**src/rtl/riscv_pkg.sv**
```systemverilog
// Shared RISC-V core definitions: RV32M multiply/divide opcodes, MDU states and constants.
package riscv_pkg;

  typedef enum logic [2:0] {
    MDU_MUL    = 3'd0,
    MDU_MULH   = 3'd1,
    MDU_MULHSU = 3'd2,
    MDU_MULHU  = 3'd3,
    MDU_DIV    = 3'd4,
    MDU_DIVU   = 3'd5,
    MDU_REM    = 3'd6,
    MDU_REMU   = 3'd7
  } mdu_op_e;

  typedef enum logic [1:0] {
    IDLE = 2'd0,
    CALC = 2'd1,
    FIX  = 2'd2,
    DONE = 2'd3
  } mdu_state_e;

  localparam logic [31:0] MDU_DIV0_Q = '1;
  localparam logic [31:0] INT_MIN    = 32'h8000_0000;

endpackage

```
**src/rtl/mdu_sign_fix.sv**
```systemverilog
// Combinational conditional two's-complement negate, used for operand magnitudes
// and for the final sign correction.
module mdu_sign_fix #(
  parameter int W = 32
) (
  input  logic         i_neg,
  input  logic [W-1:0] i_val,
  output logic [W-1:0] o_val
);

  assign o_val = i_neg ? (~i_val + {{(W-1){1'b0}}, 1'b1}) : i_val;

endmodule

```
**src/rtl/pl_mdu.sv**
```systemverilog
// Iterative RV32M multiply/divide unit: W-cycle shift-add multiply or restoring
// divide on operand magnitudes, followed by a one-cycle sign fix-up.
module pl_mdu
  import riscv_pkg::*;
#(
  parameter int W = 32
) (
  input  logic         clk,
  input  logic         rst_n,
  input  logic         start,
  input  logic [2:0]   op,
  input  logic [W-1:0] SrcA,
  input  logic [W-1:0] SrcB,
  input  logic         flush,
  output logic         busy,
  output logic         done,
  output logic [W-1:0] result
);

  localparam int CW = $clog2(W);
  localparam logic [W-1:0]  L_ONES    = {W{1'b1}};
  localparam logic [W-1:0]  L_INT_MIN = {1'b1, {(W-1){1'b0}}};
  localparam logic [CW-1:0] L_LAST    = CW'(W - 1);
  localparam logic [CW-1:0] L_CNT_ONE = {{(CW-1){1'b0}}, 1'b1};

  mdu_state_e    r_state;
  mdu_op_e       r_op;
  logic          r_neg_res;
  logic          r_neg_rem;
  logic [W-1:0]  r_opnd;
  logic [W-1:0]  r_acc_hi;
  logic [W-1:0]  r_acc_lo;
  logic [CW-1:0] r_count;
  logic [W-1:0]  r_result;
  logic          r_busy;
  logic          r_done;

  mdu_op_e      w_op;
  logic         w_is_div;
  logic         w_sa;
  logic         w_sb;
  logic [W-1:0] w_abs_a;
  logic [W-1:0] w_abs_b;
  logic         w_div0;
  logic         w_ovf;
  logic [W-1:0] w_fast_res;
  logic [W:0]   w_mul_sum;
  logic [W:0]   w_rem_sh;
  logic [W:0]   w_diff;
  logic         w_q_bit;
  logic [2*W-1:0] w_prod_fix;
  logic [W-1:0] w_quo_fix;
  logic [W-1:0] w_rem_fix;
  logic [W-1:0] w_fix_res;

  assign w_op     = mdu_op_e'(op);
  assign w_is_div = op[2];
  // MULHSU treats only rs1 as signed; MULHU/DIVU/REMU treat neither.
  assign w_sa = SrcA[W-1] & ((w_op == MDU_MUL) || (w_op == MDU_MULH) || (w_op == MDU_MULHSU) ||
                             (w_op == MDU_DIV) || (w_op == MDU_REM));
  assign w_sb = SrcB[W-1] & ((w_op == MDU_MUL) || (w_op == MDU_MULH) ||
                             (w_op == MDU_DIV) || (w_op == MDU_REM));

  mdu_sign_fix #(.W(W)) u_abs_a (.i_neg(w_sa), .i_val(SrcA), .o_val(w_abs_a));
  mdu_sign_fix #(.W(W)) u_abs_b (.i_neg(w_sb), .i_val(SrcB), .o_val(w_abs_b));

  assign w_div0 = w_is_div && (SrcB == {W{1'b0}});
  assign w_ovf  = ((w_op == MDU_DIV) || (w_op == MDU_REM)) && (SrcA == L_INT_MIN) && (SrcB == L_ONES);
  // op[1] separates REM/REMU from DIV/DIVU.
  assign w_fast_res = w_div0 ? (op[1] ? SrcA : L_ONES) : (op[1] ? {W{1'b0}} : L_INT_MIN);

  assign w_mul_sum = {1'b0, r_acc_hi} + (r_acc_lo[0] ? {1'b0, r_opnd} : {(W+1){1'b0}});
  assign w_rem_sh  = {r_acc_hi, r_acc_lo[W-1]};
  assign w_diff    = w_rem_sh - {1'b0, r_opnd};
  assign w_q_bit   = ~w_diff[W];

  mdu_sign_fix #(.W(2*W)) u_fix_prod (.i_neg(r_neg_res), .i_val({r_acc_hi, r_acc_lo}), .o_val(w_prod_fix));
  mdu_sign_fix #(.W(W))   u_fix_quo  (.i_neg(r_neg_res), .i_val(r_acc_lo), .o_val(w_quo_fix));
  mdu_sign_fix #(.W(W))   u_fix_rem  (.i_neg(r_neg_rem), .i_val(r_acc_hi), .o_val(w_rem_fix));

  // Output selection from the sign-corrected datapath.
  always_comb begin
    w_fix_res = {W{1'b0}};
    case (r_op)
      MDU_MUL:                          w_fix_res = w_prod_fix[W-1:0];
      MDU_MULH, MDU_MULHSU, MDU_MULHU:  w_fix_res = w_prod_fix[2*W-1:W];
      MDU_DIV, MDU_DIVU:                w_fix_res = w_quo_fix;
      MDU_REM, MDU_REMU:                w_fix_res = w_rem_fix;
      default:                          w_fix_res = {W{1'b0}};
    endcase
  end

  // Control FSM and shared accumulator datapath.
  always_ff @(posedge clk or negedge rst_n) begin
    if (!rst_n) begin
      r_state   <= IDLE;
      r_op      <= MDU_MUL;
      r_neg_res <= 1'b0;
      r_neg_rem <= 1'b0;
      r_opnd    <= {W{1'b0}};
      r_acc_hi  <= {W{1'b0}};
      r_acc_lo  <= {W{1'b0}};
      r_count   <= {CW{1'b0}};
      r_result  <= {W{1'b0}};
      r_busy    <= 1'b0;
      r_done    <= 1'b0;
    end else begin
      case (r_state)
        IDLE: begin
          r_done <= 1'b0;
          if (start && !flush) begin
            r_op      <= w_op;
            r_neg_res <= w_sa ^ w_sb;
            r_neg_rem <= w_sa;
            r_count   <= {CW{1'b0}};
            if (w_div0 || w_ovf) begin
              r_result <= w_fast_res;
              r_done   <= 1'b1;
              r_state  <= DONE;
            end else begin
              // Multiply: multiplicand in r_opnd, multiplier shifts out of acc_lo.
              // Divide: divisor in r_opnd, dividend shifts out of acc_lo.
              r_opnd   <= w_is_div ? w_abs_b : w_abs_a;
              r_acc_hi <= {W{1'b0}};
              r_acc_lo <= w_is_div ? w_abs_a : w_abs_b;
              r_busy   <= 1'b1;
              r_state  <= CALC;
            end
          end
        end
        CALC: begin
          if (flush) begin
            r_busy  <= 1'b0;
            r_state <= IDLE;
          end else begin
            if (r_op[2]) begin
              r_acc_hi <= w_q_bit ? w_diff[W-1:0] : w_rem_sh[W-1:0];
              r_acc_lo <= {r_acc_lo[W-2:0], w_q_bit};
            end else begin
              {r_acc_hi, r_acc_lo} <= {w_mul_sum, r_acc_lo[W-1:1]};
            end
            r_count <= r_count + L_CNT_ONE;
            if (r_count == L_LAST) begin
              r_state <= FIX;
            end
          end
        end
        FIX: begin
          r_busy <= 1'b0;
          if (flush) begin
            r_state <= IDLE;
          end else begin
            r_result <= w_fix_res;
            r_done   <= 1'b1;
            r_state  <= DONE;
          end
        end
        DONE: begin
          r_done  <= 1'b0;
          r_state <= IDLE;
        end
        default: begin
          r_busy  <= 1'b0;
          r_done  <= 1'b0;
          r_state <= IDLE;
        end
      endcase
    end
  end

  assign busy   = r_busy;
  assign done   = r_done;
  assign result = r_result;

endmodule

```
**config.mk**
```make
export PLATFORM = sky130hd
export DESIGN_NAME = pl_mdu
export DESIGN_NICKNAME = d
export VERILOG_FILES = /design/src/rtl/riscv_pkg.sv /design/src/rtl/mdu_sign_fix.sv /design/src/rtl/pl_mdu.sv
export SDC_FILE = /design/constraint.sdc
export NUM_CORES = 1
export LEC_CHECK = 0
export ABC_AREA = 1
export BUFFER_PORTS_ARGS = -buffer_cell sky130_fd_sc_hd__buf_4
export CAP_MARGIN = 25
export CORE_ASPECT_RATIO = 0.75
export CORE_UTILIZATION = 45
export CTS_BUF_LIST = sky130_fd_sc_hd__clkbuf_4
export CTS_CLUSTER_SIZE = 28
export DETAILED_ROUTE_END_ITERATION = 8
export SYNTH_ARGS = -nofsm -noshare
export SYNTH_HDL_FRONTEND = slang
export SYNTH_HIERARCHICAL = 1
export SYNTH_SLANG_ARGS = --single-unit
```
**constraint.sdc**
```tcl
create_clock -name clk -period 3.16 [get_ports clk]
set_input_delay 0.316 -clock clk [delete_from_list [all_inputs] [get_ports clk]]
set_output_delay 0.316 -clock clk [all_outputs]
set_load 0.03 [all_outputs]
```
**Word-level counts from Yosys, hierarchy flattened**

Index checks and enable logic that the tools add are counted.

- Add/sub/neg operators: 8
- Bitwise logic cells: 10
- Reductions and logical operators: 32
- Multiplexer cells: 44
- Equal/unequal tests: 24

Operators with widths:

| cell | count |
|---|---|
| $mux 32 | 22 |
| $pmux 32 s2 | 3 |
| $add 32x1->32 const B | 4 |
| $not 32->32 | 4 |
| $pmux 32 s4 | 1 |
| $add 64x1->64 const B | 1 |
| $eq 32x32->1 const B | 2 |
| $mux 64 | 1 |
| $not 64->64 | 1 |
| $add 32x32->33 | 1 |
| $sub 33x32->33 | 1 |
| $logic_not 32->1 | 1 |
| $eq 3x3->1 const B | 6 |
| $ne 2x2->1 const B | 6 |
| $reduce_and 4->1 | 3 |
| $mux 2 | 5 |
| $mux 5 | 2 |
| $pmux 5 s2 | 1 |
| $eq 3x2->1 const B | 3 |
| $logic_or 1x1->1 | 8 |
| $pmux 2 s4 | 1 |
| $eq 3x1->1 const B | 2 |
| $logic_not 3->1 | 2 |
| $mux 1 | 6 |
| other kinds (18) | 31 |

- Logic and storage cells: 129
- Flip-flop bits (word level): 142
- Bits of input ports: 71
- Output and inout bits: 34

**Logic depth before layout (Yosys ltp)**

Gate-level depths: netlist of the first run.

- Depth after elaboration: 11
- Mapped depth: 20
- Gate-level depth less buffers: 19

**By module**

The synthesis of the first run kept the hierarchy.

By module, submodules not included:

| module | sequential area each (µm²) | instances | area an instance (µm²) | cells each |
|---|---|---|---|---|
| pl_mdu | 3,553.4 | 1 | 13,902.1 | 2,350 |
| mdu_sign_fix (u_abs_a ...) | 0.0 | 4 | 1,108.6 | 227 |
| mdu_sign_fix (u_fix_prod) | 0.0 | 1 | 2,466.1 | 498 |

**Worst setup path after synthesis of the first run**

OpenSTA, ideal clock, no wires.

- Path kind: register to register
- Start point: register r_acc_lo[0]
- End point: register r_acc_hi[27]
- Setup slack: 0.408 ns
- Arrival: 2.635 ns
- Buffers on the path: 2
- Period minus slack after synthesis: 2.752 ns
- Setup time: 0.117 ns
- Stages on the path, launching flop included: 20
- Data required time: 3.043 ns
- Cell sequence: dfrtp_1 > clkbuf_1 > clkbuf_1 > nand2_1 > inv_1 > ha_1 > inv_1 > fa_1 > o21ai_0 > nand2_1 > nand2_1 > nand2_1 > nand2_1 > nand2_1 > nand3_1 > nand2_1 > nor2_1 > nor2_1 > nand2_1 > nand2_1

- Word-level cells in the longest chain between the ends: 5

RTL lines:

| what | line | text |
|---|---|---|
| start, declared | pl_mdu.sv:32 | `logic [W-1:0] r_acc_lo;` |
| start signal, assigned | pl_mdu.sv:102 | `r_acc_lo <= {W{1'b0}};` |
| start signal, assigned | pl_mdu.sv:125 | `r_acc_lo <= w_is_div ? w_abs_a : w_abs_b;` |
| start signal, assigned | pl_mdu.sv:138 | `r_acc_lo <= {r_acc_lo[W-2:0], w_q_bit};` |
| $mux 32 | pl_mdu.sv:72 | `assign w_mul_sum = {1'b0, r_acc_hi} + (r_acc_lo[0] ? {1'b0, r_opnd} : {(W+1){1'b0}});` |
| $add 32x32->33 | pl_mdu.sv:72 |  |
| $mux 32 | pl_mdu.sv:136 | `if (r_op[2]) begin` |
| $mux 32 | pl_mdu.sv:132 | `if (flush) begin` |
| $pmux 32 s2 | pl_mdu.sv:108 | `case (r_state)` |
| end signal, assigned | pl_mdu.sv:124 | `r_acc_hi <= {W{1'b0}};` |
| end signal, assigned | pl_mdu.sv:137 | `r_acc_hi <= w_q_bit ? w_diff[W-1:0] : w_rem_sh[W-1:0];` |
| end signal, assigned | pl_mdu.sv:140 | `{r_acc_hi, r_acc_lo} <= {w_mul_sum, r_acc_lo[W-1:1]};` |
| end, declared | pl_mdu.sv:31 | `logic [W-1:0] r_acc_hi;` |

No other way between the ends. The select of a mux whose other input is x is not followed.
A chain may end at the register's enable or synchronous reset.

**Worst setup path in the final report of the first run**

- Start point: register r_acc_lo[0]
- End point: register r_acc_hi[19]

The elaborated chain is that of the path after synthesis.

==> results of run 1 <==
==> power by group through the flow <==
stage	clock network (uW)	logic [uW]	registers, uW
6_report	1170	19300	3950
5_1_grt	1240	21000	3970
4_1_cts	1180	18600	3840
3_5_place_dp	0	18600	3880
3_3_place_gp	0	18500	3840
2_1_floorplan	0	12400	3630
==> layout by cell type, fill, tap and decap left out, types with 48 or more instances in the layout <==
master	Yosys	routed
nand2_1	1378	1378
xnor2_1	61	61
dfrtp_1	142	140
nor2_2	45	48
nand3_1	239	239
ha_1	76	76
buf_4	17	183
o21ai_0	218	218
inv_1	457	457
a21oi_1	179	174
nor2_1	430	427
==> cell families after synthesis <==
family / share of synthesized area
multiplexers: 0.00108
AO/OA/AOI/OAI: 0.146
XOR/XNOR: 0.0450
buffers and inverters: 0.114
flip-flops: 0.171
adder cells (fa/ha/maj): 0.0476
AND/OR/NAND/NOR: 0.475
==> layer usage <==
| layer | vias up | wire length [um] | GRT usage | part of all wire |
|---|---|---|---|---|
| li1 | 12100 | - | - | - |
| met1 | 11800 | 44200 | 0.615 | 0.46 |
| met2 | 1457 | 36200 | 0.527 | 0.38 |
| met3 | 119 | 13600 | 0.130 | 0.14 |
| met4 | 0 | 2380 | 0.108 | 0.025 |
| met5 | - | 0 | 0 | 0 |
==> critical path: cells and delay by family (launching register included) <==
| family | cells | cell delay, ns |
|---|---|---|
| adder cells (fa/ha/maj) | 1 | 0.41 |
| buffers and inverters | 4 | 0.54 |
| flip-flops | 1 | 0.47 |
| AND/OR/NAND/NOR | 11 | 1.60 |
==> what timing repair did <==
action                                 CTS  global route
hold buffers                             2             0
resized for setup                        0             6
endpoints found under the hold margin   47             0
setup endpoints to repair                0             6
==> state kept, by name (all words and copies together), names as in the netlist, 2 cells and up <==
signal and flops:
r_acc_hi 32, r_acc_lo 32, r_count 5, r_op 3
r_opnd 32, r_state 2, result 32
==> layout make-up <==
class | count | area, um2
inverter | 475 | 1800
antenna | 1 | 2.50
timing repair buffer | 191 | 1510
fill | 4890 | 22300
multi-input combinational | 3022 | 14900
clock inverter | 15 | 111
sequential | 142 | 3560
clock buffer | 17 | 128
tap | 586 | 733
==> worst paths after layout <==
kind | startpoint | endpoint | slack [ns] | cells past startpoint
max | r_acc_lo[0]$_DFFE_PN0P_ | r_acc_hi[19]$_DFFE_PN0P_ | 0.03 | 16
min | op[0] | r_op[0]$_DFFE_PN0P_ | 0.04 | 3
max reg2reg | r_acc_lo[0]$_DFFE_PN0P_ | r_acc_hi[19]$_DFFE_PN0P_ | 0.03 | 16
min reg2reg | result[1]$_DFFE_PN0P_ | result[1]$_DFFE_PN0P_ | 0.50 | 2
max in group asynchronous | rst_n | result[4]$_DFFE_PN0P_ | 2.05 | 3
min in group asynchronous | rst_n | r_opnd[14]$_DFFE_PN0P_ | 0.22 | 2
==> metrics by stage <==
stage               setup WS, ns  cell area (um2)   util  instances  hold WS (ns)
floorplan                  0.408            20800      -       3756        0.0204
global placement           0.120            22500  0.498       4414         0.298
detailed placement         0.215            22500  0.498       4414         0.301
CTS                        0.149            22700  0.504       4448      0.000239
global route             0.00350            22800  0.504       4449        0.0237
finish                    0.0323            22800  0.504       4449        0.0419
==> qor.csv, run 1 <==
stage,metric,value,unit
status,status,"finished, final reports clean",
routing,wire per inst,21.7,um
yosys,Netlist cell types,53,
routing,DRC marker count from the first detailed-route iteration,3346,
pwr,static leakage,0.0120,uW
sta,Least-Margin Pin Slew,0.957,ns
cells_and_area,nets,3998,
pwr,Clk pwr share,0.048,
yosys,sequential fraction of the synthesis area,0.171,
clock_network,CTS tree,done,
clock_network,setup bufs post-CTS,0,
yosys,syn_nets,3905,
sta,Slew headroom,0.362,
worst_hold_path,Worst Hold Class,input port to flop,
routing,Total Wirelength,96400,um
yosys,ys flop type,dfrtp_1,
yosys,post-synth top area share,0.249,
sta,final number of hold-violating endpoints,0,
global_route,number of global-route vias before repair,22900,
pwr,Sw Ratio,0.641,
sta,fin. max-slew vios,0,
yosys,Commonest cells post-synth,"nand2_1, inv_1, nor2_1, nand3_1, o21ai_0",
floorplanning,Core ar.,0.0451,mm2
routing,via count,25500,
yosys,synth top area cells,"nand2_1, dfrtp_1, inv_1",
sta,Setup TNS,0,ns
global_route,first-pass GRT wire length,142000,um
yosys,Synth area leader,nand2_1,
yosys,YS warnings,6,
setup_path,CP max stage delay,0.47,ns
global_route,GRT Residual Overflow,0,
pwr,Int Pwr,8760,uW
setup_path,worst path cell trace,buf_12 > nand2_1 > inv_1 > ha_1 > nand2_1 > nor2_1 > nand2_1 > inv_1 > nand4_1 > nand3b_1 > nand2_1 > inv_1 > nor2_1 > nor2_2 > nand2_1 > nand2_1,
clock_network,CTS Root Cell,clkbuf_4,
setup_path,CP Launch Type,flop,
place,hpwl dp,78600,um
yosys,syn avg cell area,5.54,um2
place,Buffers on Ports,104,
clock_network,Worst-path clk slew,0.16,ns
yosys,Synth Register Bits,142,
clock_network,CTS H-tree lvls,4,
cells_and_area,layout cells sized above 1,0.107,
pwr,Pwr per Cell Area,1070,mW/mm2
clock_network,Sink Count,142,
clock_network,CTS buffer count,17,
global_route,largest net degree at the start of global routing,66,
setup_path,CP required,3.72,ns
routing,1st-pass router iterations,7,
sta,setup violators final,0,
flow_run,max-cap violations,0,
place,placer congestion estimate,1.08,
floorplanning,count of boundary I/O pins,105,
yosys,Syn Inst Count,3756,
pwr,VDD IR-drop max,526,uV
sta,crit path time final,3.13,ns
floorplanning,Starting Density,0.461,
sta,FMAX,0.320,GHz
setup_path,WS Path Type,flop to flop,
routing,Post-route DRC,0,
clock_network,CTS max path bufs,2,
yosys,number of flops mapped to enable cells by yosys,0,
setup_path,CP arrival,3.69,ns
floorplanning,chip height,188,um
yosys,most frequent cell after synthesis,nand2_1,
global_route,gr usage total,0.403,
setup_path,CP max-delay cell,dfrtp_1,
sta,Final Skew,0.0279,ns
setup_path,Worst setup EP type,flop,
pwr,Power Total,24400,uW
sta,RSZ-0062 raised after global routing,false,
floorplanning,Die W,250,um
cells_and_area,growth of design area from synthesis to finish,9.37,%
pwr,combinational power share,0.790,
setup_path,CP max FO,35,
routing,DRT antenna net count,0,
global_route,initial antenna violation count,1,
clock_network,Clock Latency Late Sink,0.64,ns
floorplanning,die area,0.0471,mm2
yosys,"Cell Area, Synth",0.0208,mm2
pwr,Sequential Power Share,0.162,
floorplanning,Std-Cell Rows,67,
pwr,Sw Pwr,15700,uW
sta,period utilization,0.990,
routing,vias per cell,5.72,
setup_path,Worst path most repeated cell,nand2_1,
yosys,ys async rst share,1.00,
(Power assumes the default switching activity.)
==> run 2, diff against run 1 <==
==> constraint.sdc (replaced) <==
create_clock -name clk -period 3.16 [get_ports clk]
set_input_delay 0.474 -clock clk [delete_from_list [all_inputs] [get_ports clk]]
set_output_delay 0.474 -clock clk [all_outputs]
set_load 0.03 [all_outputs]
==> qor.csv, run 2 (synthesized netlist as in run 1, its figures left out) <==
stage,metric,value,unit
pwr,static leakage,0.0121,uW
setup_path,WS Path Type,flop to flop,
sta,Least-Margin Pin Slew,1.01,ns
cells_and_area,layout cells sized above 1,0.109,
setup_path,CP max-delay cell,dfrtp_1,
cells_and_area,nets,4008,
routing,Total Wirelength,94400,um
sta,Final Skew,0.0607,ns
setup_path,CP Launch Type,flop,
setup_path,Critical Path End,r_acc_hi[8]$_DFFE_PN0P_,
cells_and_area,area of the multi-input gates,0.0149,mm2
cells_and_area,Util after Layout,0.506,
routing,top layer in use,met4,
floorplanning,chip height,188,um
setup_path,reg-to-reg endpoint,r_acc_hi[8]$_DFFE_PN0P_,
sta,period utilization,0.970,
clock_network,CTS buffer count,17,
floorplanning,count of boundary I/O pins,105,
setup_path,CP required,3.68,ns
setup_path,Worst path most repeated cell,nand2_1,
routing,Metal-1 WL,43100,um
cells_and_area,growth of design area from synthesis to finish,9.67,%
worst_hold_path,Worst Hold Class,input port to flop,
routing,vias per cell,5.76,
place,Buffers on Ports,104,
sta,crit path time final,3.07,ns
setup_path,CP max stage delay,0.44,ns
routing,Post-route DRC,0,
floorplanning,Die W,250,um
pwr,VDD IR-drop max,482,uV
global_route,number of global-route vias before repair,22600,
place,hpwl dp,77000,um
setup_path,Worst setup EP type,flop,
cells_and_area,Fillers,4873,
pwr,Pwr per Cell Area,1070,mW/mm2
clock_network,CTS H-tree lvls,4,
clock_network,CTS Root Cell,clkbuf_4,
routing,wire per inst,21.2,um
sta,RSZ-0062 raised after global routing,false,
setup_path,FF-to-FF Start,r_acc_lo[0]$_DFFE_PN0P_,
global_route,GRT Residual Overflow,0,
cells_and_area,"most common cell after layout, fill and taps aside",nand2_1,
clock_network,Clock Latency Late Sink,0.67,ns
cells_and_area,most frequent cells in the layout,"nand2_1, inv_1, nor2_1",
routing,DRC marker count from the first detailed-route iteration,3416,
routing,Met3 Routed Length,13900,um
floorplanning,die area,0.0471,mm2
cells_and_area,Seq. cell area,0.00356,mm2
sta,final number of hold-violating endpoints,0,
global_route,largest net degree at the start of global routing,93,
place,placer congestion estimate,1.06,
setup_path,worst path cell trace,buf_12 > nand2_1 > inv_1 > ha_1 > nand2_1 > o21ai_0 > buf_4 > nand3_1 > nand2_1 > nand2_1 > nand2_1 > nand2_1 > a21oi_1 > nor2_1 > nand2_1 > o21ai_0,
floorplanning,Starting Density,0.461,
status,status,"finished, final reports clean",
clock_network,CTS tree,done,
routing,WL met2,35700,um
clock_network,CTS max path bufs,2,
cells_and_area,design area,0.0228,mm2
floorplanning,Core ar.,0.0451,mm2
setup_path,CP arrival,3.59,ns
global_route,initial antenna violation count,1,
routing,DRT antenna net count,0,
clock_network,Sink Count,142,
setup_path,reg-to-reg setup timing slack,0.09,ns
routing,1st-pass router iterations,8,
sta,Setup TNS,0,ns
sta,fin. max-slew vios,0,
setup_path,R2R cell count,16,
sta,setup violators final,0,
place,area post-placement,0.0226,mm2
routing,via count,25700,
global_route,first-pass GRT wire length,139000,um
flow_run,max-cap violations,0,
sta,Slew headroom,0.327,
clock_network,Worst-path clk slew,0.14,ns
global_route,gr usage total,0.392,
setup_path,CP max FO,37,
setup_path,Crit. Startpoint,r_acc_lo[0]$_DFFE_PN0P_,
sta,FMAX,0.326,GHz
floorplanning,Std-Cell Rows,67,
## run 2: changes by cell type in the layout (fill, tap and decap cells not counted), sizes merged
cell | previous run | this run
dlygate4sd3 | 2 | 1
clkinv | 10 | 8
inv | 479 | 478
clkbuf | 17 | 18
buf | 189 | 200
clkinvlp | 1 | 3
## run 2: cell type report
cell class | count | share of cell area
Antenna cell | 1 | 0.000110
Clock buffer | 18 | 0.00592
Clock inverter | 14 | 0.00411
Inverter | 475 | 0.0791
Multi-Input combinational cell | 3022 | 0.653
Sequential cell | 142 | 0.156
Tap cell | 586 | 0.0321
Timing Repair Buffer | 201 | 0.0692
## run 2: what timing repair did
item | CTS | global route
hold buffers | 1 | 0
setup buffers | 0 | 0
hold endpoints to repair | 64 | 0
endpoints found under the setup margin | 0 | 14
gates resized for setup | 0 | 6
## run 2: how the worst min path moves through the flow
stage,start,endpoint,cells after the start,slack [ns]
after floorplan,rst_n,busy$_DFFE_PN0P_,0,0.18
after global placement,result[15]$_DFFE_PN0P_,result[15]$_DFFE_PN0P_,2,0.47
after detailed placement,result[3]$_DFFE_PN0P_,result[3]$_DFFE_PN0P_,2,0.47
after CTS,op[1],r_op[1]$_DFFE_PN0P_,3,0.04
after global routing,op[1],r_op[1]$_DFFE_PN0P_,3,0.09
final,op[1],r_op[1]$_DFFE_PN0P_,3,0.08
## run 2: metrics by stage
step | hold WS, ns | cells | power (uW) | setup WS [ns]
after detailed placement | 0.470 | 4425 | 22500 | 0.253
after floorplan | 0.178 | 3756 | 16100 | 0.408
after global routing | 0.0890 | 4459 | 26200 | 0.00180
after global placement | 0.468 | 4425 | 22300 | 0.185
after CTS | 0.0403 | 4458 | 23600 | 0.221
final | 0.0758 | 4459 | 24400 | 0.0933
## run 2: per-layer routing
metal	track usage	up-vias
met4	0.0755	0
li1	-	12100
met1	0.606	12000
met2	0.523	1498
met5	0	-
met3	0.118	108
## run 2: worst max-delay path: cells and delay by family, from the launching register on
kind	cells	cell delay, ns
buf+inv	3	0.49
flops	1	0.44
simple gates	9	0.97
fa+ha+maj	1	0.26
compound gates	3	0.78
## run 2: power by group
part | internal, uW | switching [uW]
registers | 2530 | 1400
logic | 5960 | 13400
clock network | 318 | 827
total | 8810 | 15600
